--- src/rtl/stopwatch_pkg.sv ---
//============================================================================
// Module      : stopwatch_pkg
// Description : Shared types and constants for the stopwatch datapath.
//               Holds the default BCD digit count and binary width used by
//               the BCD-to-binary converter, the BCD digit type, the
//               converter state encoding and a digit validity helper.
// Revision    : 1.0 - initial release
//============================================================================
`default_nettype none

package stopwatch_pkg;

    // Default converter geometry: four BCD digits (0..9999) need 14 bits.
    localparam int BCD_DIGITS = 4;
    localparam int BIN_W      = 14;

    typedef logic [3:0] bcd_digit_t;

    // Converter states. There is no separate DONE state: the last shift
    // returns straight to IDLE while raising done.
    typedef enum logic [0:0] {
        IDLE  = 1'b0,
        SHIFT = 1'b1
    } b2_state_t;

    // A BCD digit is invalid when it encodes 10..15.
    function automatic logic digit_invalid(input bcd_digit_t d);
        return (d > 4'd9);
    endfunction

endpackage

`default_nettype wire

--- src/rtl/bcd_to_binary_if.sv ---
//============================================================================
// Module      : bcd_to_binary_if
// Description : Request/result bundle of the BCD-to-binary converter.
//               master : requester (drives start/bcd, observes results)
//               slave  : converter (observes start/bcd, drives results)
// Signals     : start  - request conversion (taken only while ready=1)
//               bcd    - packed BCD, digit 0 in [3:0]
//               ready  - converter idle, can accept start
//               done   - one-cycle pulse, bin/err valid
//               bin    - converted value, held until the next done
//               err    - invalid-digit flag, qualified by done
// Revision    : 1.0 - initial release
//============================================================================
`default_nettype none

interface bcd_to_binary_if #(
    parameter int DIGITS = stopwatch_pkg::BCD_DIGITS,
    parameter int BIN_W  = stopwatch_pkg::BIN_W
);

    logic                  start;
    logic [4*DIGITS-1:0]   bcd;
    logic                  ready;
    logic                  done;
    logic [BIN_W-1:0]      bin;
    logic                  err;

    modport master (
        output start,
        output bcd,
        input  ready,
        input  done,
        input  bin,
        input  err
    );

    modport slave (
        input  start,
        input  bcd,
        output ready,
        output done,
        output bin,
        output err
    );

endinterface

`default_nettype wire

--- src/rtl/bcd_digit_correct.sv ---
//============================================================================
// Module      : bcd_digit_correct
// Description : Reverse double-dabble digit correction. After a right shift
//               a BCD field holding 8 or more received a carried-in "10"
//               worth 8 instead of 5, so 3 is subtracted. Values below 8
//               pass unchanged. The subtract cannot underflow.
// Ports       : d_i - shifted 4-bit BCD field
//               d_o - corrected field
// Revision    : 1.0 - initial release
//============================================================================
`default_nettype none

module bcd_digit_correct
    import stopwatch_pkg::*;
(
    input  bcd_digit_t d_i,
    output bcd_digit_t d_o
);

    assign d_o = d_i[3] ? (d_i - 4'd3) : d_i;

endmodule

`default_nettype wire

--- src/rtl/bcd_to_binary.sv ---
//============================================================================
// Module      : bcd_to_binary
// Description : Sequential BCD-to-binary converter (reverse double dabble).
//               A scratch register {bcd field, bin field} is shifted right
//               BIN_W times; after every shift each BCD field >= 8 has 3
//               subtracted. The bin field then holds the binary value.
//               Latency: done is high in the cycle after the BIN_W-th edge
//               following acceptance; ready rises together with done.
// Ports       : clk   - system clock, rising edge
//               rst_n - asynchronous active-low reset
//               bus   - bcd_to_binary_if.slave (start/bcd in,
//                       ready/done/bin/err out)
// Options     : BCD_CHECK_EN - when defined, digits > 9 on the accepted
//               input give err=1 and bin=0 at done; otherwise err is 0 and
//               invalid digits yield the raw algorithm result.
// Revision    : 1.0 - initial release
//============================================================================
`default_nettype none

module bcd_to_binary
    import stopwatch_pkg::*;
#(
    parameter int DIGITS = BCD_DIGITS,
    parameter int BIN_W  = stopwatch_pkg::BIN_W
) (
    input  wire logic          clk,
    input  wire logic          rst_n,
    bcd_to_binary_if.slave     bus
);

    localparam int              SCR_W    = 4 * DIGITS + BIN_W;
    localparam int              CNT_W    = (BIN_W > 1) ? $clog2(BIN_W) : 1;
    localparam logic [CNT_W-1:0] LAST_CNT = CNT_W'(BIN_W - 1);

    b2_state_t          state_q, state_d;
    logic [SCR_W-1:0]   scratch_q, scratch_d;
    logic [CNT_W-1:0]   cnt_q, cnt_d;
    logic [BIN_W-1:0]   bin_q, bin_d;
    logic               done_q, done_d;

    logic [SCR_W-1:0]   shifted;
    wire  [SCR_W-1:0]   corrected;
    logic [BIN_W-1:0]   result;
    logic               accept;
    logic               last_shift;

    //------------------------------------------------------------------------
    // Shift + per-digit correction datapath. All BCD fields are corrected in
    // parallel; the bin field just receives the shifted-out bits.
    //------------------------------------------------------------------------
    assign shifted = scratch_q >> 1;
    assign corrected[BIN_W-1:0] = shifted[BIN_W-1:0];

    generate
        for (genvar g = 0; g < DIGITS; g++) begin : g_digit
            bcd_digit_correct u_correct (
                .d_i (shifted[BIN_W + 4*g +: 4]),
                .d_o (corrected[BIN_W + 4*g +: 4])
            );
        end
    endgenerate

    assign accept     = (state_q == IDLE) && bus.start;
    assign last_shift = (cnt_q == LAST_CNT);

`ifdef BCD_CHECK_EN
    //------------------------------------------------------------------------
    // Invalid-digit check: captured on acceptance, applied at done.
    //------------------------------------------------------------------------
    logic invalid_q, invalid_d;
    logic err_q, err_d;
    logic any_bad;

    always_comb begin
        any_bad = 1'b0;
        for (int i = 0; i < DIGITS; i++) begin
            if (digit_invalid(bus.bcd[4*i +: 4])) begin
                any_bad = 1'b1;
            end
        end
        invalid_d = accept ? any_bad : invalid_q;
        err_d     = done_d ? invalid_q : err_q;
    end

    always_ff @(posedge clk or negedge rst_n) begin
        if (!rst_n) begin
            invalid_q <= 1'b0;
            err_q     <= 1'b0;
        end else begin
            invalid_q <= invalid_d;
            err_q     <= err_d;
        end
    end

    assign result  = invalid_q ? '0 : corrected[BIN_W-1:0];
    assign bus.err = err_q;
`else
    assign result  = corrected[BIN_W-1:0];
    assign bus.err = 1'b0;
`endif

    //------------------------------------------------------------------------
    // Next-state / output logic
    //------------------------------------------------------------------------
    always_comb begin
        state_d   = state_q;
        scratch_d = scratch_q;
        cnt_d     = cnt_q;
        bin_d     = bin_q;
        done_d    = 1'b0;

        case (state_q)
            IDLE: begin
                if (bus.start) begin
                    scratch_d = {bus.bcd, {BIN_W{1'b0}}};
                    cnt_d     = '0;
                    state_d   = SHIFT;
                end
            end
            SHIFT: begin
                scratch_d = corrected;
                cnt_d     = cnt_q + CNT_W'(1);
                if (last_shift) begin
                    bin_d   = result;
                    done_d  = 1'b1;
                    state_d = IDLE;
                end
            end
            default: begin
                state_d = IDLE;
            end
        endcase
    end

    //------------------------------------------------------------------------
    // State registers
    //------------------------------------------------------------------------
    always_ff @(posedge clk or negedge rst_n) begin
        if (!rst_n) begin
            state_q   <= IDLE;
            scratch_q <= '0;
            cnt_q     <= '0;
            bin_q     <= '0;
            done_q    <= 1'b0;
        end else begin
            state_q   <= state_d;
            scratch_q <= scratch_d;
            cnt_q     <= cnt_d;
            bin_q     <= bin_d;
            done_q    <= done_d;
        end
    end

    assign bus.ready = (state_q == IDLE);
    assign bus.done  = done_q;
    assign bus.bin   = bin_q;

endmodule

`default_nettype wire

--- src/flat_wrapper.sv ---
// flat-port wrapper written by rule: the top's interface ports become plain ports
module bcd_to_binary_flat import stopwatch_pkg::*;
#(
    parameter int DIGITS = BCD_DIGITS,
    parameter int BIN_W  = stopwatch_pkg::BIN_W
)
  (clk, rst_n, bus_start, bus_bcd, bus_ready, bus_done, bus_bin, bus_err);
  bcd_to_binary_if #(.DIGITS(DIGITS), .BIN_W(BIN_W)) bus_i ();
  input  wire logic clk;
  input  wire logic rst_n;
  input wire logic [$bits(bus_i.start)-1:0] bus_start;
  input wire logic [$bits(bus_i.bcd)-1:0] bus_bcd;
  output wire logic [$bits(bus_i.ready)-1:0] bus_ready;
  output wire logic [$bits(bus_i.done)-1:0] bus_done;
  output wire logic [$bits(bus_i.bin)-1:0] bus_bin;
  output wire logic [$bits(bus_i.err)-1:0] bus_err;
  assign bus_i.start = bus_start;
  assign bus_i.bcd = bus_bcd;
  assign bus_ready = bus_i.ready;
  assign bus_done = bus_i.done;
  assign bus_bin = bus_i.bin;
  assign bus_err = bus_i.err;
  bcd_to_binary #(.DIGITS(DIGITS), .BIN_W(BIN_W)) u_core (.clk(clk), .rst_n(rst_n), .bus(bus_i));
endmodule
--- config.mk ---
export PLATFORM = sky130hd
export DESIGN_NAME = bcd_to_binary_flat
export DESIGN_NICKNAME = d
export VERILOG_FILES = /design/src/rtl/stopwatch_pkg.sv /design/src/rtl/bcd_to_binary_if.sv /design/src/rtl/bcd_digit_correct.sv /design/src/rtl/bcd_to_binary.sv /design/src/flat_wrapper.sv
export SDC_FILE = /design/constraint.sdc
export NUM_CORES = 1
export LEC_CHECK = 0
export CAP_MARGIN = 0
export CELL_PAD_IN_SITES_DETAIL_PLACEMENT = 1
export CELL_PAD_IN_SITES_GLOBAL_PLACEMENT = 1
export CORE_MARGIN = 5
export CORE_UTILIZATION = 37
export DETAILED_ROUTE_END_ITERATION = 12
export GPL_TIMING_DRIVEN = 0
export PLACE_DENSITY_LB_ADDON = 0.1
export SYNTH_ARGS = -nofsm -noshare
export SYNTH_HDL_FRONTEND = slang
export SYNTH_SLANG_ARGS = --single-unit
--- constraint.sdc ---
create_clock -name clk -period 1.32 [get_ports clk]
set_clock_uncertainty 0.2 [all_clocks]
set_input_delay 0.264 -clock clk [delete_from_list [all_inputs] [get_ports clk]]
set_output_delay 0.264 -clock clk [all_outputs]
set_load 0.01 [all_outputs]
Word-level counts from Yosys, hierarchy flattened --
Index checks and enable logic that the tools add are counted.
Operators by class: bitwise logic cells 1, add/sub/neg operators 4, muxes and demuxes 12, reduce and logical (&&, ||, !) cells 1, equal/unequal tests 2
Operators with widths (number):
- $pmux 30 s2 | 1
- $mux 30 | 1
- $mux 4 | 4
- $sub 4x2->4 const B | 3
- $pmux 4 s2 | 1
- $add 4x1->4 const B | 1
- $eq 4x4->1 const B | 1
- $mux 1 | 4
- $ne 2x2->1 const B | 1
- $pmux 1 s2 | 1
- $reduce_and 2->1 | 1
- $not 1->1 | 1
Storage, ports and cells: bits of input ports 19, register bits after elaboration 50, word-level logic and storage cells 25, output and inout bits 17

Logic depth before layout (Yosys ltp) --
Gate-level depths: netlist of run 1.
depth in word-level cells 3, mapped depth 7, mapped depth without buffers 6

Cells and area by module --
A second synthesis of run 1 with hierarchy kept.
Unflattened totals: cell total of the unflattened synthesis 238, area, all modules 2322.2 µm²
Modules (own cells, without submodules):
- bcd_to_binary | area an instance 2072.0 µm², seq. area each 1226.2 µm², instances 1, cells an instance 210
- bcd_digit_correct | area an instance 62.6 µm², seq. area each 0.0 µm², instances 4, cells an instance 7

Worst setup path after synthesis of run 1 --
No wires, ideal clock.
path kind register to register, from register u_core.cnt_q[0], to register u_core.bin_q[0], in the netlist u_core.bus.bin[0], slack -72 ps, stages on the path, launching flop included 7, data arrival time 1075 ps, setup time 116 ps, buffers on the path 1, cell sequence dfrtp_1 > ha_1 > nand4_4 > clkinv_2 > buf_6 > nand2_1 > nand2_1
Between the ends: longest elaborated chain between the ends 2
Ends and longest elaborated chain:
- start, declared | line bcd_to_binary.sv:37 | logic [CNT_W-1:0] cnt_q, cnt_d;
- start signal, assigned | line bcd_to_binary.sv:148 | cnt_q <= cnt_d;
- $eq 4x4->1 | line bcd_to_binary.sv:64 | assign last_shift = (cnt_q == LAST_CNT);
- $reduce_and 2->1 (no line)
- end signal, assigned | line bcd_to_binary.sv:149 | bin_q <= bin_d;
- end, declared | line bcd_to_binary.sv:38 | logic [BIN_W-1:0] bin_q, bin_d;
Every way passes these cells. A chain may end at the register's enable or synchronous reset.

Final worst setup path of run 1 --
from register u_core.state_q, to output port bus_ready
Between the ends: longest elaborated chain between the ends 1
Ends and longest elaborated chain:
- start, declared | line bcd_to_binary.sv:35 | b2_state_t state_q, state_d;
- start signal, assigned | line bcd_to_binary.sv:146 | state_q <= state_d;
- $not 1->1
- end, declared | line flat_wrapper.sv:13 | output wire logic [$bits(bus_i.ready)-1:0] bus_ready;
Every way passes these cells.

==> results.sh, run 1 <==
export IMPL_finalSetupViolCount=49
export IMPL_drt_pass1_iterations=4
export IMPL_ys_warnings_count=0
export IMPL_power_combinational_fraction=0.476
export IMPL_synth_edff_count=0
export IMPL_synth_area_per_cell_um2=9.80
export IMPL_design_power_total_w=0.00715
export IMPL_power_density_mw_per_mm2=2200
export IMPL_violated_checks="negative setup slack"
export IMPL_finalMaxSlewViolations=0
export IMPL_simple_logic_cell_fraction_of_the_synthesized_area=0.179
export IMPL_synth_seq_area_share=0.549
export IMPL_timing_critical_path_cells="buf_6, inv_4, buf_6, buf_6"
export IMPL_final_nets=320
export IMPL_dominant_combinational_cell_family_by_area_after_synthesis="simple AND/OR/NAND/NOR gates"
export IMPL_synth_top_area_cell="sky130_fd_sc_hd__dfrtp_1"
export IMPL_finalWirelength_um=6340
export IMPL_yosys_top_cells_area="sky130_fd_sc_hd__dfrtp_1 55%, sky130_fd_sc_hd__nand2_1 13%, sky130_fd_sc_hd__mux2i_1 5.4%"
export IMPL_synth_top_cell_area_share=0.549
export IMPL_hold_path_class="in2async"
export IMPL_num_antenna_cells=0
export IMPL_peak_ir_drop_on_the_vdd_network_mv=0.840
export IMPL_cp_max_fo=2
export IMPL_cp_arrival_ns=1.09
export IMPL_viasPerCell=5.02
export IMPL_total_leakage_power_nw=1.58
export IMPL_cts_root_buffer_cell="sky130_fd_sc_hd__clkbuf_8"
export IMPL_type_of_element_capturing_the_critical_path="output port"
export IMPL_area_growth_synth_to_final_pct=45.6
export IMPL_postSynth_asyncResetShare=1.00
export IMPL_post_synth_xor_area_fraction=0.0314
export IMPL_worst_slack_ns=-0.237
export IMPL_worstSetupStartpointType="flop"
export IMPL_path_class="reg2out"
export IMPL_antenna_violations_before_repair=0
export IMPL_pwr_share_clk=0.143
export IMPL_crit_path_max_incr_delay_ns=0.41
export IMPL_cts_made_buffers=5
export IMPL_global_route_wire_length_before_repair_um=9490
export IMPL_detail_route_iter0_violations=53
export IMPL_globalRouteOverflowTotal=0
export IMPL_synth_area_mux_share=0.0538
export IMPL_first_global_vias=1887
export IMPL_h_tree_levels=2
export IMPL_worst_skew_pair_late_latency_ns=0.31
export IMPL_globalplace_congestion=0.770
export IMPL_dieArea_mm2=0.00769
export IMPL_syn_inst=228
export IMPL_num_vias=1869
export IMPL_placementRows=28
export IMPL_swShare=0.379
export IMPL_track_usage=0.160
export IMPL_dp_hpwl_um=3530
export IMPL_starting_utilization_of_the_core_area=0.380
export IMPL_crit_slowest_cell="sky130_fd_sc_hd__dfrtp_1"
export IMPL_placeableCoreArea_mm2=0.00589
export IMPL_cp_data_required_time_ns=0.86
export IMPL_synth_nets=252
export IMPL_ctsLongestPathBuffers=2
export IMPL_timing_final_crit_period_ns=1.56
export IMPL_io_pin_count=36
export IMPL_fillers=672
export IMPL_worst_setup_hold_path_clk_slew_ns=0.11
export IMPL_outcome="finished with violations"
export IMPL_setup_total_negative_slack_ns=-5.92
export IMPL_timing_max_cap_violations=0
export IMPL_synth_area_in_compound_gates=0.105
export IMPL_cts_sink_count=49
export IMPL_grt_start_max_net_pins=27
export IMPL_die_height_um=87.7
export IMPL_power_report_internal_total_w=0.00444
export IMPL_fraction_of_layout_cells_with_a_size_suffix_above_1=0.340
export IMPL_timing_fmax_mhz=642
export IMPL_synth_adder_area_share=0.0280
export IMPL_ant_nets=0
export IMPL_cts_tree="yes"
export IMPL_synth_ff_latch_count=49
export IMPL_final_period_utilization=1.18
export IMPL_post_synth_instance_area_mm2=0.00223
export IMPL_finalHoldViolCount=0
export IMPL_route_detailed_drc=0
export IMPL_p_sw_w=0.00271
export IMPL_wire_per_inst_um=17.0
export IMPL_grt_setup_unrepaired="yes"
export IMPL_power_share_sequential=0.382
export IMPL_io_buffer_count=33
export IMPL_cp_common_cell="sky130_fd_sc_hd__buf_6"
export IMPL_synth_distinct_cells=26
export IMPL_die_width_um=87.7
export IMPL_ys_dominant_reg_cell="sky130_fd_sc_hd__dfrtp_1"
-- layer usage --
metal	up-vias	wire length, um	global-route usage	part of all wire
li1	882	-	-	-
met5	-	0	0	0
met3	6	215	0.0367	0.034
met4	0	63	0.0446	0.0099
met2	29	3270	0.259	0.52
met1	952	2790	0.216	0.44
-- critical path, delay by kind of cell (launching register included) --
family | cells | cell delay [ns]
buffers and inverters | 4 | 0.36
DFF | 1 | 0.41
-- cell type report --
class	count	area, um2	area share
flip-flops and latches	49	1230	0.377
multi-input cells	162	1030	0.316
repair buffers	61	619	0.190
plain buffers	14	165	0.0508
clock buffers	7	96.3	0.0296
well taps	75	93.8	0.0288
inverters	3	18.8	0.00577
clock inverters	1	5.00	0.00154
-- cell families (layout without fill, tap and decap cells) --
group,after synthesis,count (layout)
AOI/OAI and AO/OA,41,41
xor gates and xnor gates,8,8
adders and majority gates,5,5
buffers and inverters,17,86
DFF,49,49
muxes,12,12
other,1,1
and+or+nand+nor,95,95
-- power by group through the flow --
stage / sequential, W / combinational (W) / clock, W
global placement: 0.00270 / 0.00226 / 0
detailed placement: 0.00272 / 0.00235 / 0
finish: 0.00273 / 0.00340 / 0.00102
floorplan: 0.00269 / 0.00142 / 0
global route: 0.00282 / 0.00373 / 0.00111
CTS: 0.00268 / 0.00270 / 0.00100
-- sequential cells by signal, summed over array words and instances (netlist names) --
register / count
u_core.bus.done: 1
u_core.bus.bin: 14
u_core.scratch_q: 29
u_core.cnt_q: 4
u_core.state_q: 1
-- synth_stat cells (all sizes together), types with 2 or more instances --
library cell  number
xor2               4
o22ai              4
o21ai             20
a211oi             6
nor2               4
ha                 5
xnor2              4
nand2             80
a21oi              9
nor2b              9
buf               13
inv                2
mux2i             12
dfrtp             49
-- repair_timing --
action / CTS / global route
resized for setup: 96 / 42
buffers inserted: 16 / 6
hold buffers: 1 / 0
cloned: 1 / 5
endpoints found under the hold margin: 23 / 0
setup endpoints to repair: 38 / 87
pin swaps: 7 / 10
-- placed cells by master, fill, tap and decap left out, types with 5 or more instances in the layout --
cell type,count
sky130_fd_sc_hd__clkdlybuf4s50_1,16
sky130_fd_sc_hd__buf_2,16
sky130_fd_sc_hd__a21oi_1,7
sky130_fd_sc_hd__o21ai_1,10
sky130_fd_sc_hd__dfrtp_1,49
sky130_fd_sc_hd__nand2_2,16
sky130_fd_sc_hd__mux2i_1,12
sky130_fd_sc_hd__clkbuf_16,5
sky130_fd_sc_hd__buf_12,6
sky130_fd_sc_hd__nor2b_1,9
sky130_fd_sc_hd__buf_4,17
sky130_fd_sc_hd__buf_6,8
sky130_fd_sc_hd__nand2_1,62
sky130_fd_sc_hd__clkbuf_8,7
sky130_fd_sc_hd__o21ai_0,7
-- stage by stage --
stage,worst slack (ns),hold slack (ns),cells,area (um2),utilization
finish,-0.237,0.209,372,3250,0.553
global route,-0.286,0.227,372,3250,0.553
CTS,-0.207,0.235,363,2990,0.508
detailed placement,-0.476,0.0898,337,2690,0.456
global placement,-1.74,0.250,336,2670,0.454
floorplan,-0.0142,-0.232,228,2250,-
-- path summary, 6_finish.rpt --
kind                                   start                    to  slack (ns)  cells past startpoint
setup / recovery              u_core.state_q             bus_ready       -0.24                      4
hold / removal                         rst_n  u_core.scratch_q[28]        0.21                      2
setup reg to reg              u_core.state_q       u_core.cnt_q[0]       -0.23                      7
hold reg to reg            u_core.bus.bin[0]     u_core.bus.bin[0]        0.28                      2
max in group asynchronous              rst_n  u_core.scratch_q[14]        0.24                      3
min in group clk                   bus_start  u_core.scratch_q[19]        0.21                      4
No activity file was read; power rests on OpenSTA's default activity.
==> run 2: changes to the inputs <==
--- a/config.mk
+++ b/config.mk
@@ -16,3 +16,4 @@
 export SYNTH_ARGS = -nofsm -noshare
 export SYNTH_HDL_FRONTEND = slang
 export SYNTH_SLANG_ARGS = --single-unit
+export TNS_END_PERCENT = 100
==> results of run 2 <==
Same layout as run 1: the final DEF is identical, and so are final timing and power.
==> run 3: changes to the inputs <==
--- a/config.mk
+++ b/config.mk
@@ -13,7 +13,10 @@
 export DETAILED_ROUTE_END_ITERATION = 12
 export GPL_TIMING_DRIVEN = 0
 export PLACE_DENSITY_LB_ADDON = 0.1
+export SKIP_LAST_GASP = 1
+export SLEW_MARGIN = 20
 export SYNTH_ARGS = -nofsm -noshare
 export SYNTH_HDL_FRONTEND = slang
+export SYNTH_HIERARCHICAL = 1
 export SYNTH_SLANG_ARGS = --single-unit
 export TNS_END_PERCENT = 100
==> run 3 against run 2 <==
  * The run still ends with negative setup slack left
  * Non-clock buffer count grew 6
  * Combinational power grew 11%
  * Global-route usage grew 0.49 points
  * Critical path type unchanged
  * Largest cell class unchanged
==> results.sh, run 3 <==
export IMPL_final_cell_count_no_fill=393
export IMPL_num_antenna_cells=0
export IMPL_cts_sink_count=49
export IMPL_synth_top_cells_by_count="84 x sky130_fd_sc_hd__nand2_1, 49 x sky130_fd_sc_hd__dfrtp_1, 19 x sky130_fd_sc_hd__o21ai_0"
export IMPL_yosys_cell_count_top_type="sky130_fd_sc_hd__nand2_1"
export IMPL_synth_ff_latch_count=49
export IMPL_placeableCoreArea_mm2=0.00603
export IMPL_synth_area_in_compound_gates=0.0835
export IMPL_synth_area_mux_share=0.0948
export IMPL_largest_reg_flops=29
export IMPL_grt_start_max_net_pins=50
export IMPL_postSynth_asyncResetShare=1.00
export IMPL_dp_hpwl_um=3670
export IMPL_finalHoldViolCount=0
export IMPL_layout_cells_most_common_list="75 x sky130_fd_sc_hd__nand2_1, 49 x sky130_fd_sc_hd__dfrtp_1, 22 x sky130_fd_sc_hd__buf_4"
export IMPL_p_sw_w=0.00290
export IMPL_track_usage=0.165
export IMPL_design_power_total_w=0.00754
export IMPL_post_synth_xor_area_fraction=0.0377
export IMPL_dieArea_mm2=0.00796
export IMPL_path_class="reg2out"
export IMPL_area_growth_synth_to_final_pct=41.3
export IMPL_detail_route_iter0_violations=91
export IMPL_final_nets=342
export IMPL_num_vias=1920
export IMPL_first_global_vias=2099
export IMPL_synth_top_area_cell="sky130_fd_sc_hd__dfrtp_1"
export IMPL_globalRouteOverflowTotal=0
export IMPL_simple_logic_cell_fraction_of_the_synthesized_area=0.176
export IMPL_synth_seq_area_share=0.528
export IMPL_finalSetupViolCount=26
export IMPL_cts_root_buffer_cell="sky130_fd_sc_hd__clkbuf_8"
export IMPL_peak_ir_drop_on_the_vdd_network_mv=1.04
export IMPL_ys_dominant_reg_cell="sky130_fd_sc_hd__dfrtp_1"
export IMPL_ff_latch_area_mm2=0.00123
export IMPL_power_report_internal_total_w=0.00463
export IMPL_swShare=0.385
export IMPL_slew_headroom=0.569
export IMPL_whs_ns=0.267
export IMPL_starting_utilization_of_the_core_area=0.385
export IMPL_total_leakage_power_nw=1.61
export IMPL_violated_checks="negative setup slack"
export IMPL_synth_distinct_cells=26
export IMPL_io_buffer_count=34
export IMPL_dominant_combinational_cell_family_by_area_after_synthesis="simple AND/OR/NAND/NOR gates"
export IMPL_power_share_sequential=0.378
export IMPL_wire_per_inst_um=15.7
export IMPL_dp_slack_ns=-0.494
export IMPL_ant_nets=0
export IMPL_synth_area_per_cell_um2=9.76
export IMPL_die_height_um=89.2
export IMPL_worst_slack_ns=-0.219
export IMPL_io_pin_count=36
export IMPL_synth_top_cell_area_share=0.528
export IMPL_h_tree_levels=2
export IMPL_power_combinational_fraction=0.501
export IMPL_fraction_of_layout_cells_with_a_size_suffix_above_1=0.330
export IMPL_outcome="finished with violations"
export IMPL_yosys_top_cells_area="sky130_fd_sc_hd__dfrtp_1 53%, sky130_fd_sc_hd__nand2_1 14%, sky130_fd_sc_hd__mux2i_1 6.9%"
export IMPL_worst_setup_hold_path_clk_slew_ns=0.10
export IMPL_cts_made_buffers=5
export IMPL_antenna_violations_before_repair=0
export IMPL_cp_max_fo=2
export IMPL_ys_warnings_count=6
export IMPL_cts_tree="yes"
export IMPL_viasPerCell=4.89
export IMPL_mostFrequentLayoutCell="sky130_fd_sc_hd__nand2_1"
export IMPL_placementRows=28
export IMPL_worstSetupStartpointType="flop"
export IMPL_synth_adder_area_share=0.0323
export IMPL_worst_skew_pair_late_latency_ns=0.30
export IMPL_dp_cells=351
export IMPL_ctsLongestPathBuffers=2
export IMPL_worst_slew_pin_slew_ns=0.646
export IMPL_pwr_share_clk=0.121
export IMPL_route_detailed_drc=0
export IMPL_final_period_utilization=1.17
export IMPL_die_width_um=89.2
export IMPL_timing_final_crit_period_ns=1.54
export IMPL_post_synth_instance_area_mm2=0.00232
export IMPL_grt_setup_unrepaired="yes"
export IMPL_synth_edff_count=0
export IMPL_setup_total_negative_slack_ns=-3.12
export IMPL_global_route_wire_length_before_repair_um=9940
export IMPL_drt_pass1_iterations=4
export IMPL_hold_path_class="reg2reg"
export IMPL_area_taken_by_multi_input_logic_gates_mm2=0.00114
export IMPL_power_density_mw_per_mm2=2300
export IMPL_finalMaxSlewViolations=0
export IMPL_fillers=679
export IMPL_globalplace_congestion=0.782
export IMPL_cp_data_required_time_ns=0.86
export IMPL_top_register="u_core/scratch_q"
export IMPL_finalWirelength_um=6160
export IMPL_cp_arrival_ns=1.07
export IMPL_timing_max_cap_violations=0
export IMPL_type_of_element_capturing_the_critical_path="output port"
export IMPL_syn_inst=238
export IMPL_timing_fmax_mhz=650
## run 3: metrics by stage
step | cell area [um2] | utilization
finish | 3280 | 0.545
global route | 3280 | 0.545
CTS | 3110 | 0.517
detailed placement | 2780 | 0.462
global placement | 2780 | 0.462
floorplan | 2350 | -
## run 3: path summary, 6_finish.rpt
path / cells past startpoint / slack, ns / to / from
worst max register to register: 8 / -0.19 / u_core/bus.bin[13] / u_core/cnt_q[1]
min in group asynchronous: 2 / 0.32 / u_core/bus.done / rst_n
worst max-delay path: 4 / -0.22 / bus_ready / u_core/state_q
worst min register to register: 2 / 0.27 / u_core/bus.bin[6] / u_core/bus.bin[6]
worst min-delay path: 2 / 0.27 / u_core/bus.bin[6] / u_core/bus.bin[6]
max in group asynchronous: 2 / 0.17 / u_core/scratch_q[2] / rst_n
## run 3: cell families after synthesis
kind of cell,count (synthesis)
AO/OA/AOI/OAI,37
multiplexers,20
buffers and inverters,17
flip-flops,49
XOR/XNOR,10
other,1
AND/OR/NAND/NOR,98
adder cells (fa/ha/maj),6
## run 3: timing repair
action / in CTS / in global routing
setup buffers: 25 / 9
cloned: 3 / 0
setup endpoints to repair: 58 / 58
hold buffers: 1 / 0
pin swaps: 9 / 10
endpoints found under the hold margin: 49 / 0
gates resized for setup: 94 / 36
## run 3: worst max-delay path: stages, from the launching register on
cell	delay (ns)
sky130_fd_sc_hd__dfrtp_1	0.41
sky130_fd_sc_hd__buf_6	0.13
sky130_fd_sc_hd__inv_4	0.04
sky130_fd_sc_hd__buf_6	0.09
sky130_fd_sc_hd__buf_6	0.09
## run 3: power by group through the flow
stage / clock network (W) / logic, W / registers [W]
finish: 0.000913 / 0.00378 / 0.00285
floorplan: 0 / 0.00179 / 0.00280
global placement: 0 / 0.00264 / 0.00285
global route: 0.00101 / 0.00421 / 0.00294
detailed placement: 0 / 0.00276 / 0.00287
CTS: 0.000943 / 0.00329 / 0.00277
## run 3: final cells by class
cell class / count / share of cell area
clock inverters: 2 / 0.00457
well taps: 75 / 0.0286
multi-input cells: 176 / 0.346
inverters: 4 / 0.00686
repair buffers: 69 / 0.180
plain buffers: 12 / 0.0385
clock buffers: 6 / 0.0221
flip-flops and latches: 49 / 0.374
## run 3: routing by layer
metal,up-vias,part of all wire,GRT usage
met5,-,0,0
met4,0,0.0097,0.0406
met3,6,0.037,0.0304
met2,30,0.52,0.302
met1,958,0.43,0.198
li1,926,-,-
